--- config.mk ---
export PLATFORM = sky130hd
export DESIGN_NAME = clk_divider_multi
export DESIGN_NICKNAME = d
export VERILOG_FILES = /design/src/rtl/clk_divider_multi.sv
export SDC_FILE = /design/constraint.sdc
export NUM_CORES = 1
export LEC_CHECK = 0
export ABC_AREA = 0
export CORE_AREA = 2 2 249 190
export DETAILED_ROUTE_END_ITERATION = 7
export DIE_AREA = 0 0 251 192
export PLACE_DENSITY_LB_ADDON = 0.25
export SYNTH_ARGS = -nofsm -noshare
export SYNTH_HDL_FRONTEND = slang
export SYNTH_SLANG_ARGS = --single-unit
--- constraint.sdc ---
create_clock -name I_CLK -period 3.3 [get_ports I_CLK]
set_input_delay 0.495 -clock I_CLK [delete_from_list [all_inputs] [get_ports I_CLK]]
set_output_delay 0.495 -clock I_CLK [all_outputs]
set_load 0.01 [all_outputs]
--- src/rtl/clk_divider_multi.sv ---
// rtl/clk_divider_multi.sv - multi-channel programmable clock divider with boundary-aligned reload
module clk_divider_multi #(
  parameter int CHANNELS = 4,
  parameter int CNT_W    = 16,
  parameter int DEF_DIV  = 20,
  parameter int DEF_HIGH = 10
) (
  input  logic                      I_CLK,
  input  logic                      rst_n,
  input  logic [CHANNELS-1:0]       I_EN,
  input  logic [CHANNELS-1:0]       I_LOAD,
  input  logic [CHANNELS*CNT_W-1:0] I_DIV,
  input  logic [CHANNELS*CNT_W-1:0] I_HIGH,
  input  logic                      I_SYNC,
  output logic [CHANNELS-1:0]       O_CLK,
  output logic [CHANNELS-1:0]       O_TICK
);

  // Period must be at least 2 so both phases exist.
  function automatic logic [CNT_W-1:0] san_div(input logic [CNT_W-1:0] d);
    return (d < CNT_W'(2)) ? CNT_W'(2) : d;
  endfunction

  // High time is clamped into [1, div-1] against the already-sanitised period.
  function automatic logic [CNT_W-1:0] san_high(input logic [CNT_W-1:0] h,
                                                input logic [CNT_W-1:0] d);
    if (h == '0)     return CNT_W'(1);
    else if (h >= d) return d - CNT_W'(1);
    else             return h;
  endfunction

  // Per-channel state: counter, active settings, shadow settings.
  logic [CNT_W-1:0] cnt    [CHANNELS];
  logic [CNT_W-1:0] div_q  [CHANNELS];
  logic [CNT_W-1:0] high_q [CHANNELS];
  logic [CNT_W-1:0] div_s  [CHANNELS];
  logic [CNT_W-1:0] high_s [CHANNELS];
  logic [CHANNELS-1:0] run;
  logic [CHANNELS-1:0] pend;
  logic [CHANNELS-1:0] clk_r;
  logic [CHANNELS-1:0] tick_r;

  logic [CNT_W-1:0] cnt_nx    [CHANNELS];
  logic [CNT_W-1:0] div_q_nx  [CHANNELS];
  logic [CNT_W-1:0] high_q_nx [CHANNELS];
  logic [CNT_W-1:0] div_s_nx  [CHANNELS];
  logic [CNT_W-1:0] high_s_nx [CHANNELS];
  logic [CHANNELS-1:0] run_nx;
  logic [CHANNELS-1:0] pend_nx;
  logic [CHANNELS-1:0] clk_nx;
  logic [CHANNELS-1:0] tick_nx;
  logic [CHANNELS-1:0] apply;

  // Sanitised view of the requested slice, used whenever a load strobe is seen.
  logic [CNT_W-1:0] ld_div  [CHANNELS];
  logic [CNT_W-1:0] ld_high [CHANNELS];

  for (genvar g = 0; g < CHANNELS; g++) begin : g_san
    assign ld_div[g]  = san_div(I_DIV[g*CNT_W +: CNT_W]);
    assign ld_high[g] = san_high(I_HIGH[g*CNT_W +: CNT_W], ld_div[g]);
  end

  // State register for every channel; reset restores the default settings.
  always_ff @(posedge I_CLK or negedge rst_n) begin
    if (!rst_n) begin
      for (int k = 0; k < CHANNELS; k++) begin
        cnt[k]    <= '0;
        div_q[k]  <= CNT_W'(DEF_DIV);
        high_q[k] <= CNT_W'(DEF_HIGH);
        div_s[k]  <= CNT_W'(DEF_DIV);
        high_s[k] <= CNT_W'(DEF_HIGH);
      end
      run    <= '0;
      pend   <= '0;
      clk_r  <= '0;
      tick_r <= '0;
    end else begin
      for (int k = 0; k < CHANNELS; k++) begin
        cnt[k]    <= cnt_nx[k];
        div_q[k]  <= div_q_nx[k];
        high_q[k] <= high_q_nx[k];
        div_s[k]  <= div_s_nx[k];
        high_s[k] <= high_s_nx[k];
      end
      run    <= run_nx;
      pend   <= pend_nx;
      clk_r  <= clk_nx;
      tick_r <= tick_nx;
    end
  end

  // Next-state: disable beats sync beats wrap beats increment; settings swap only at boundaries.
  always_comb begin
    run_nx  = run;
    pend_nx = pend;
    clk_nx  = clk_r;
    tick_nx = '0;
    apply   = '0;
    for (int k = 0; k < CHANNELS; k++) begin
      cnt_nx[k]    = cnt[k];
      div_q_nx[k]  = div_q[k];
      high_q_nx[k] = high_q[k];
      div_s_nx[k]  = I_LOAD[k] ? ld_div[k]  : div_s[k];
      high_s_nx[k] = I_LOAD[k] ? ld_high[k] : high_s[k];
      pend_nx[k]   = pend[k] | I_LOAD[k];

      if (!run[k]) begin
        // Idle: pending settings go live at once; enable starts a period.
        apply[k]  = pend[k] | I_LOAD[k];
        cnt_nx[k] = '0;
        if (I_EN[k]) begin
          run_nx[k]  = 1'b1;
          clk_nx[k]  = 1'b1;
          tick_nx[k] = 1'b1;
        end else begin
          clk_nx[k] = 1'b0;
        end
      end else if (!I_EN[k]) begin
        // Abrupt stop; the current period is abandoned.
        run_nx[k] = 1'b0;
        cnt_nx[k] = '0;
        clk_nx[k] = 1'b0;
      end else if (I_SYNC || (cnt[k] == div_q[k] - CNT_W'(1))) begin
        apply[k]   = pend[k] | I_LOAD[k];
        cnt_nx[k]  = '0;
        clk_nx[k]  = 1'b1;
        tick_nx[k] = 1'b1;
      end else begin
        cnt_nx[k] = cnt[k] + CNT_W'(1);
        clk_nx[k] = (cnt[k] + CNT_W'(1)) < high_q[k];
      end

      if (apply[k]) begin
        div_q_nx[k]  = div_s_nx[k];
        high_q_nx[k] = high_s_nx[k];
        pend_nx[k]   = 1'b0;
      end
    end
  end

  // Outputs come straight from registers so they are glitch-free.
  always_comb begin
    O_CLK  = clk_r;
    O_TICK = tick_r;
  end

endmodule

# [Word-level counts from Yosys, hierarchy flattened]
# Cells that the tools add are included.
[word_totals] wordCells=140 out_inout_bits=8 regBits=336 inputBits=139
[op_classes] bitwise_logic=4 n_reduce_logical=8 addsub=12 magnitude_cmp=12 muxes=76 n_eq_ne=4
[op_table] operator="16-bit 2-to-1 mux" n=32
[op_table] operator="16-bit by 1-bit subtractor with 16-bit output, second input constant" n=8
[op_table] operator="16-bit by 1-bit adder with 16-bit output, second input constant" n=4
[op_table] operator="16-bit == test" n=4
[op_table] operator="16-bit >= comparator" n=4
[op_table] operator="16-bit zero test" n=4
[op_table] operator="16-bit less-than comparator" n=4
[op_table] operator="16-bit by 2-bit less-than comparator with 1-bit output, second input constant" n=4
[op_table] operator="1-bit 2-to-1 mux" n=44
[op_table] operator="1-bit logical OR" n=4
[op_table] operator="1-bit OR" n=4

# [Logic depth before layout (Yosys ltp)]
# Gate-level depths: netlist (run 1).
[logic_depth] word_depth=7 ltp_mapped=16

# [Worst setup path before layout (run 1)]
# Ideal clock, no wire load.
[synth_timing] kind="input to register" startpoint="in I_DIV[10]" endpoint="reg high_q[55] (netlist bit)" path_stages=16 setup_time_ns=0.125 t_arrival_ns=4.081 path_slack_ns=-0.906 required_time_ns=3.175 cell_sequence="or4_1 or4_1 nor4_2 nand2_1 nand2_1 inv_1 ha_1 nand2b_1 a211oi_1 o21ai_0 o211ai_1 nand2_1 buf_1 mux2i_1 o22ai_1 mux2_2"
[synth_rtl] item="start: declaration" line_no="12" source="input logic [CHANNELS*CNT_W-1:0] I_DIV,"
[synth_rtl] item="end signal: indexed assignment" line_no="69" source="high_q[k] <= CNT_W'(DEF_HIGH);"
[synth_rtl] item="end signal: indexed assignment" line_no="81" source="high_q[k] <= high_q_nx[k];"
[synth_rtl] item="end: declaration" line_no="35" source="logic [CNT_W-1:0] high_q [CHANNELS];"

# [Worst setup path after layout (run 1)]
[layout_timing] startpoint="reg div_q[16] (netlist bit)" endpoint="reg div_q[19] (netlist bit)"
[layout_between] elab_chain_cells=6
[layout_lines] item="start: declaration" line_no="34" source="logic [CNT_W-1:0] div_q [CHANNELS];"
[layout_lines] item="start signal: indexed assignment" line_no="68" source="div_q[k] <= CNT_W'(DEF_DIV);"
[layout_lines] item="start signal: indexed assignment" line_no="80" source="div_q[k] <= div_q_nx[k];"
[layout_lines] item="16-bit by 1-bit subtractor with 16-bit output" line_no="123" source="end else if (I_SYNC || (cnt[k] == div_q[k] - CNT_W'(1))) begin"
[layout_lines] item="16-bit == test" line_no="123"
[layout_lines] item="1-bit logical OR" line_no="123"
[layout_lines] item="1-bit 2-to-1 mux" line_no="123"
[layout_lines] item="1-bit 2-to-1 mux" line_no="118" source="end else if (!I_EN[k]) begin"
[layout_lines] item="1-bit 2-to-1 mux" line_no="107" source="if (!run[k]) begin"
# No other way between the ends.
# A chain may end at the register's enable or synchronous reset.

==> impl_metrics.env, run 1 <==
export IMPL_grt_use_met3=0.0408
export IMPL_ios=147
export IMPL_detail_route_antenna_nets=0
export IMPL_numPlacedInstances=2872
export IMPL_postCtsHoldBufs=0
export IMPL_numCtsBuffers=37
export IMPL_async_flop_share=1.00
export IMPL_slew_headroom=0.465
export IMPL_synth_xor_area_share=0.0778
export IMPL_irDropWorstVdd_v=0.000361
export IMPL_synth_adder_area_share=0.0836
export IMPL_fin_crit_sh=1.03
export IMPL_critPathRequiredTime_ns=3.72
export IMPL_fp_dieArea_mm2=0.0482
export IMPL_rsz0062_at_grt="true"
export IMPL_grt_start_max_net_pins=92
export IMPL_hold_viol=13
export IMPL_instances_no_fill=2996
export IMPL_synth_yosys_seq_area_share=0.415
export IMPL_start_util=0.447
export IMPL_clockBufferDepth=3
export IMPL_min_delay_path_class="input port to async pin"
export IMPL_drv_cap=0
export IMPL_dr_first_iter_drc_count=983
export IMPL_worst_setup_path_type="flip-flop to flip-flop"
export IMPL_period_minus_slack_ns=3.39
export IMPL_synth_flop_cell="dfrtp_1"
export IMPL_reg2regPathDepth=13
export IMPL_crit_fanout=8
export IMPL_grt_util_met1=0.344
export IMPL_grt_pass1_vias=16600
export IMPL_yosysTopAreaCell="dfrtp_1"
export IMPL_r2r_start="div_q[16]$_DFFE_PN0P_"
export IMPL_synth_edf_count=0
export IMPL_die_w_um=251
export IMPL_top_usage_layer="met2"
export IMPL_wl_per_cell_um=18.8
export IMPL_diodes=0
export IMPL_hold_worst_slack_ns=-0.0176
export IMPL_clock_skew_ns=0.0177
export IMPL_synth_top_cell_area_share=0.374
export IMPL_cp_startpoint="div_q[16]$_DFFE_PN0P_"
export IMPL_via_per_inst=5.51
export IMPL_final_fill_count=3834
export IMPL_fin_ws_ns=-0.0853
export IMPL_cts_tree="yes"
export IMPL_layout_commonest_cell="dfrtp_1"
export IMPL_place_ws_ns=-1.07
export IMPL_dpl_hpwl_um=41400
export IMPL_syn_inst=1973
export IMPL_multi_input_area_mm2=0.0116
export IMPL_totalWireLength_um=56400
export IMPL_clock_latency_ns=0.54
export IMPL_htreeDepth=2
export IMPL_dr_total_vias=16500
export IMPL_final_area_mm2=0.0269
export IMPL_outcome="finished, violations left"
export IMPL_fmax_ghz=0.295
export IMPL_clkTransAtPathRegs_ns=0.07
export IMPL_cts_root_buf="clkbuf_16"
export IMPL_synth_compound_area_frac=0.112
export IMPL_ys_top_cells_by_area="dfrtp_1, ha_1, mux2_2, xnor2_1, dfstp_2"
export IMPL_first_pass_iters=5
export IMPL_post_synth_cell_area_avg_um2=10.3
export IMPL_cts_sink_count=336
export IMPL_setup_viol=43
export IMPL_cp_end_kind="flip-flop"
export IMPL_die_h_um=192
export IMPL_synth_warnings=0
export IMPL_drc=0
export IMPL_place_congestion=0.923
export IMPL_seqCellArea_mm2=0.00845
export IMPL_cp_endpoint="div_q[19]$_DFFE_PN0P_"
export IMPL_fin_total_pwr_mw=12.9
export IMPL_synthToLayoutAreaGrowth_pct=31.9
export IMPL_synth_top_family_by_area="simple AND/OR/NAND/NOR gates"
export IMPL_leakage_nw=12.6
export IMPL_violations="negative hold slack, negative setup slack"
export IMPL_muxShareOfSynthArea=0.125
export IMPL_grt_pass1_wl_um=89800
export IMPL_tightest_slew_ns=0.801
export IMPL_grtUsageTotal=0.232
export IMPL_start_kind="flip-flop"
export IMPL_yosys_area_share_simple=0.133
export IMPL_slew_violations=0
export IMPL_placed_area_mm2=0.0243
export IMPL_core_mm2=0.0456
export IMPL_row_count=68
export IMPL_power_density_mw_per_mm2=480
export IMPL_port_buffers=146
export IMPL_drive_above_1_share=0.276
export IMPL_grt_ovfl_total=0
export IMPL_synth_distinct_cells=77
export IMPL_antenna_found_initial=0
export IMPL_final_util=0.589
export IMPL_ys_ff_latch=336
export IMPL_use_met2=0.356
export IMPL_r2r_slack_ns=-0.09
export IMPL_arrival_ns=3.80
export IMPL_worstReg2RegEnd="div_q[19]$_DFFE_PN0P_"
export IMPL_most_common_layout_cells="dfrtp_1, buf_4, inv_1"
export IMPL_syn_nets=2248
export IMPL_synth_area_mm2=0.0204
export IMPL_finalNetCount=2647
[repair_timing]
item / in CTS / in global routing
cloned: 6 / 3
gates resized for setup: 104 / 93
buffers inserted: 31 / 18
setup endpoints to repair: 115 / 137
pin swaps: 41 / 46
[power by group]
part | leakage, nW | internal (mW) | switching (mW)
combinational | 7.88 | 1.82 | 1.58
sequential | 4.07 | 4.73 | 0.434
clock | 0.624 | 2.57 | 1.77
total | 12.6 | 9.12 | 3.79
[synthesized netlist by cell type (11+ instances only)]
library cell	count
nor2b_1	45
nand3_1	48
nor3_1	42
and4_1	11
clkbuf_1	45
mux2_4	30
nor2_1	106
mux2_2	118
nand4_1	24
or3_1	14
o22ai_1	45
dfstp_2	32
o211ai_1	12
nand2b_1	16
xor2_1	44
mux2_1	25
o32a_1	15
a21o_1	45
o21a_1	14
o21ai_0	36
inv_1	207
ha_1	136
dfrtp_1	304
a21oi_1	57
mux2i_1	49
xnor2_1	137
a211oi_1	19
a31oi_1	11
and3_1	41
nor4_1	45
nand2_1	71
[metrics by stage]
stage	TNS, ns	hold slack [ns]
2_1_floorplan	-13.00	0.199
3_3_place_gp	-79.42	0.461
6_report	-2.32	-0.0176
3_5_place_dp	-86.46	0.466
4_1_cts	-2.38	0.00616
5_1_grt	-7.64	0.0168
[state kept, by name (all words and copies together), names as in the netlist]
signal	cells
run	4
div_q	64
pend	4
cnt	64
high_s	64
high_q	64
O_TICK	4
O_CLK	4
div_s	64
[cells by family after synthesis]
| logic type | count (synthesis) |
|---|---|
| buffers and inverters | 272 |
| adder cells (fa/ha/maj) | 136 |
| AO/OA/AOI/OAI | 322 |
| XOR/XNOR | 181 |
| multiplexers | 222 |
| AND/OR/NAND/NOR | 504 |
| flip-flops | 336 |
[final cells by class]
| cell class | instances | area share |
|---|---|---|
| Multi-Input combinational cell | 1365 | 0.433 |
| Tap cell | 595 | 0.0277 |
| Sequential cell | 336 | 0.315 |
| Clock buffer | 52 | 0.0408 |
| Clock inverter | 16 | 0.00671 |
| Timing Repair Buffer | 425 | 0.148 |
| Inverter | 207 | 0.0289 |
[worst min path at each step]
stage | from | end | slack [ns] | cells past startpoint
after floorplan | rst_n | O_CLK[0]$_DFF_PN0_ | 0.20 | 0
final | rst_n | high_s[22]$_DFF_PN0_ | -0.02 | 1
after global routing | rst_n | high_q[22]$_DFFE_PN0P_ | 0.02 | 1
after CTS | rst_n | div_s[16]$_DFF_PN0_ | 0.006 | 1
after global placement | high_s[38]$_DFF_PN0_ | high_s[38]$_DFF_PN0_ | 0.46 | 1
after detailed placement | high_s[46]$_DFF_PN0_ | high_s[46]$_DFF_PN0_ | 0.47 | 1
[worst max-delay path, stage by stage, from the launching register on]
cell and delay [ns]:
dfrtp_1 0.40, inv_2 0.09, ha_4 0.13, nor3b_4 0.27, nand4_1 0.19, xnor2_2 0.25
nand4_1 0.22, a2111oi_2 0.34, o211ai_1 0.23, buf_4 0.21, a221oi_4 0.27, buf_6 0.19
buf_12 0.15, mux2_4 0.31
[layer usage]
layer,part of all wire,routed length (um)
met2,0.44,24600
met3,0.057,3230
met1,0.49,27700
met4,0.016,892
met5,0,0
Power figures use the tool's default switching activity.
==> inputs of run 2 (changes only) <==
Settings changed: SKIP_CTS_REPAIR_TIMING set to 1.
==> run 2 against run 1 <==
The run still ends with negative hold slack, negative setup slack left. Total power shrank 0.68%. Highest routed layer unchanged. Routed wire length shrank 1.0%. Clock skew is 0.0014 ns lower. Clock-buffer cell count unchanged. Sequential power about the same. Critical path depth is the same. Combinational power shrank 2%. Global-route usage decreased by 0.72 points. Critical endpoint is now high_q[29]$_DFFE_PN0P_. Flip-flop and latch count stayed put. Largest power group unchanged. Clock power is essentially flat. Core utilization is 0.48 points lower. Fmax shrank 2.2%.
==> impl_metrics.env, run 2 (synthesis results as in run 1) <==
export IMPL_irDropWorstVdd_v=0.000363
export IMPL_seqCellArea_mm2=0.00845
export IMPL_slew_violations=0
export IMPL_arrival_ns=3.88
export IMPL_die_h_um=192
export IMPL_start_kind="flip-flop"
export IMPL_place_ws_ns=-1.07
export IMPL_core_mm2=0.0456
export IMPL_drv_cap=0
export IMPL_hold_viol=14
export IMPL_fin_total_pwr_mw=12.8
export IMPL_leakage_nw=12.4
export IMPL_placed_area_mm2=0.0243
export IMPL_clock_latency_ns=0.54
export IMPL_die_w_um=251
export IMPL_slew_headroom=0.463
export IMPL_multi_input_area_mm2=0.0116
export IMPL_cts_root_buf="clkbuf_16"
export IMPL_drive_above_1_share=0.267
export IMPL_most_common_layout_cells="dfrtp_1, buf_4, inv_1"
export IMPL_cp_end_kind="flip-flop"
export IMPL_cts_tree="yes"
export IMPL_dpl_hpwl_um=41400
export IMPL_fin_crit_sh=1.05
export IMPL_grt_pass1_vias=16200
export IMPL_crit_fanout=8
export IMPL_wl_met3_um=3090
export IMPL_finalNetCount=2623
export IMPL_clkTransAtPathRegs_ns=0.06
export IMPL_grt_start_max_net_pins=92
export IMPL_clock_skew_ns=0.0162
export IMPL_worst_setup_path_type="flip-flop to flip-flop"
export IMPL_totalWireLength_um=55800
export IMPL_drc=0
export IMPL_min_delay_path_class="input port to async pin"
export IMPL_detail_route_antenna_nets=0
export IMPL_dr_first_iter_drc_count=996
export IMPL_tightest_slew_ns=0.804
export IMPL_row_count=68
export IMPL_wl_met1_um=27600
export IMPL_period_minus_slack_ns=3.46
export IMPL_clockBufferDepth=3
export IMPL_outcome="finished, violations left"
export IMPL_setup_viol=45
export IMPL_fp_dieArea_mm2=0.0482
export IMPL_place_congestion=0.923
export IMPL_violations="negative hold slack, negative setup slack"
export IMPL_final_fill_count=3842
export IMPL_synthToLayoutAreaGrowth_pct=30.8
export IMPL_cts_sink_count=336
export IMPL_antenna_found_initial=0
export IMPL_route_met2_wl_um=24100
export IMPL_wl_per_cell_um=18.8
export IMPL_critPathRequiredTime_ns=3.72
export IMPL_power_density_mw_per_mm2=481
export IMPL_start_util=0.447
export IMPL_layout_commonest_cell="dfrtp_1"
export IMPL_port_buffers=146
export IMPL_top_layer_used="met4"
export IMPL_fmax_ghz=0.289
export IMPL_hold_worst_slack_ns=-0.0245
export IMPL_dr_total_vias=16300
export IMPL_ios=147
export IMPL_grtUsageTotal=0.225
export IMPL_grt_ovfl_total=0
export IMPL_first_pass_iters=5
export IMPL_htreeDepth=2
export IMPL_final_util=0.584
export IMPL_fin_ws_ns=-0.162
export IMPL_rsz0062_at_grt="true"
export IMPL_numCtsBuffers=37
export IMPL_final_area_mm2=0.0266
export IMPL_via_per_inst=5.49
export IMPL_grt_pass1_wl_um=87100
## run 2: cell count changes in the layout (fill, tap and decap cells not counted), moves of 3 or more
cell,previous run,this run
buf_16,5,0
buf_4,246,228
buf_6,12,7
clkbuf_16,43,46
clkdlybuf4s50_1,112,119
dlygate4sd2_1,3,0
mux2_2,96,99
mux2_4,76,72
mux2i_1,35,29
mux2i_4,6,11
o22ai_1,36,29
o22ai_2,9,16
## run 2: layout make-up
| type | instances | share of cell area |
|---|---|---|
| Antenna cell | 1 | 0.0000939 |
| Clock buffer | 52 | 0.0411 |
| Clock inverter | 16 | 0.00676 |
| Inverter | 207 | 0.0292 |
| Multi-Input combinational cell | 1365 | 0.437 |
| Sequential cell | 336 | 0.317 |
| Tap cell | 595 | 0.0279 |
| Timing Repair Buffer | 401 | 0.141 |
## run 2: critical path, cell delays in order (launching register included)
cell and delay [ns]:
dfrtp_1 0.39, buf_6 0.13, nor4_4 0.47, nand3_2 0.14, buf_6 0.15, xnor2_2 0.14, o211ai_1 0.15, a2111oi_2 0.39
o211ai_1 0.23, buf_4 0.21, a221oi_4 0.25, buf_6 0.19, clkbuf_16 0.19, mux2_4 0.31
## run 2: metal layers
metal,vias up,global-route usage
li1,7787,-
met1,8072,0.334
met2,381,0.342
met3,82,0.0404
met4,0,0.0444
met5,-,0
## run 2: final timing paths
check | start | endpoint | slack (ns) | cells past startpoint
setup / recovery | div_q[17]$_DFFE_PN0P_ | high_q[29]$_DFFE_PN0P_ | -0.16 | 13
hold / removal | rst_n | high_s[22]$_DFF_PN0_ | -0.02 | 1
setup reg to reg | div_q[17]$_DFFE_PN0P_ | high_q[29]$_DFFE_PN0P_ | -0.16 | 13
hold reg to reg | high_s[46]$_DFF_PN0_ | high_s[46]$_DFF_PN0_ | 0.47 | 1
max in group asynchronous | rst_n | div_s[4]$_DFF_PN1_ | 2.44 | 2
min in group I_CLK | I_DIV[10] | div_s[58]$_DFF_PN0_ | 0.33 | 3
## run 2: metrics by stage
| step | hold slack (ns) | cells | setup TNS [ns] |
|---|---|---|---|
| after floorplan | 0.199 | 1973 | -13.00 |
| after global routing | 0.0291 | 2972 | -10.16 |
| final | -0.0245 | 2973 | -5.03 |
| after detailed placement | 0.466 | 2872 | -86.46 |
| after global placement | 0.461 | 2872 | -79.42 |
| after CTS | 0.00616 | 2940 | -27.42 |
## run 2: report_power, final
group	leakage [nW]	total (mW)	switching, mW	internal [mW]
combinational	7.70	3.33	1.57	1.76
clock	0.624	4.33	1.75	2.57
sequential	4.07	5.16	0.428	4.73
total	12.4	12.8	3.75	9.07
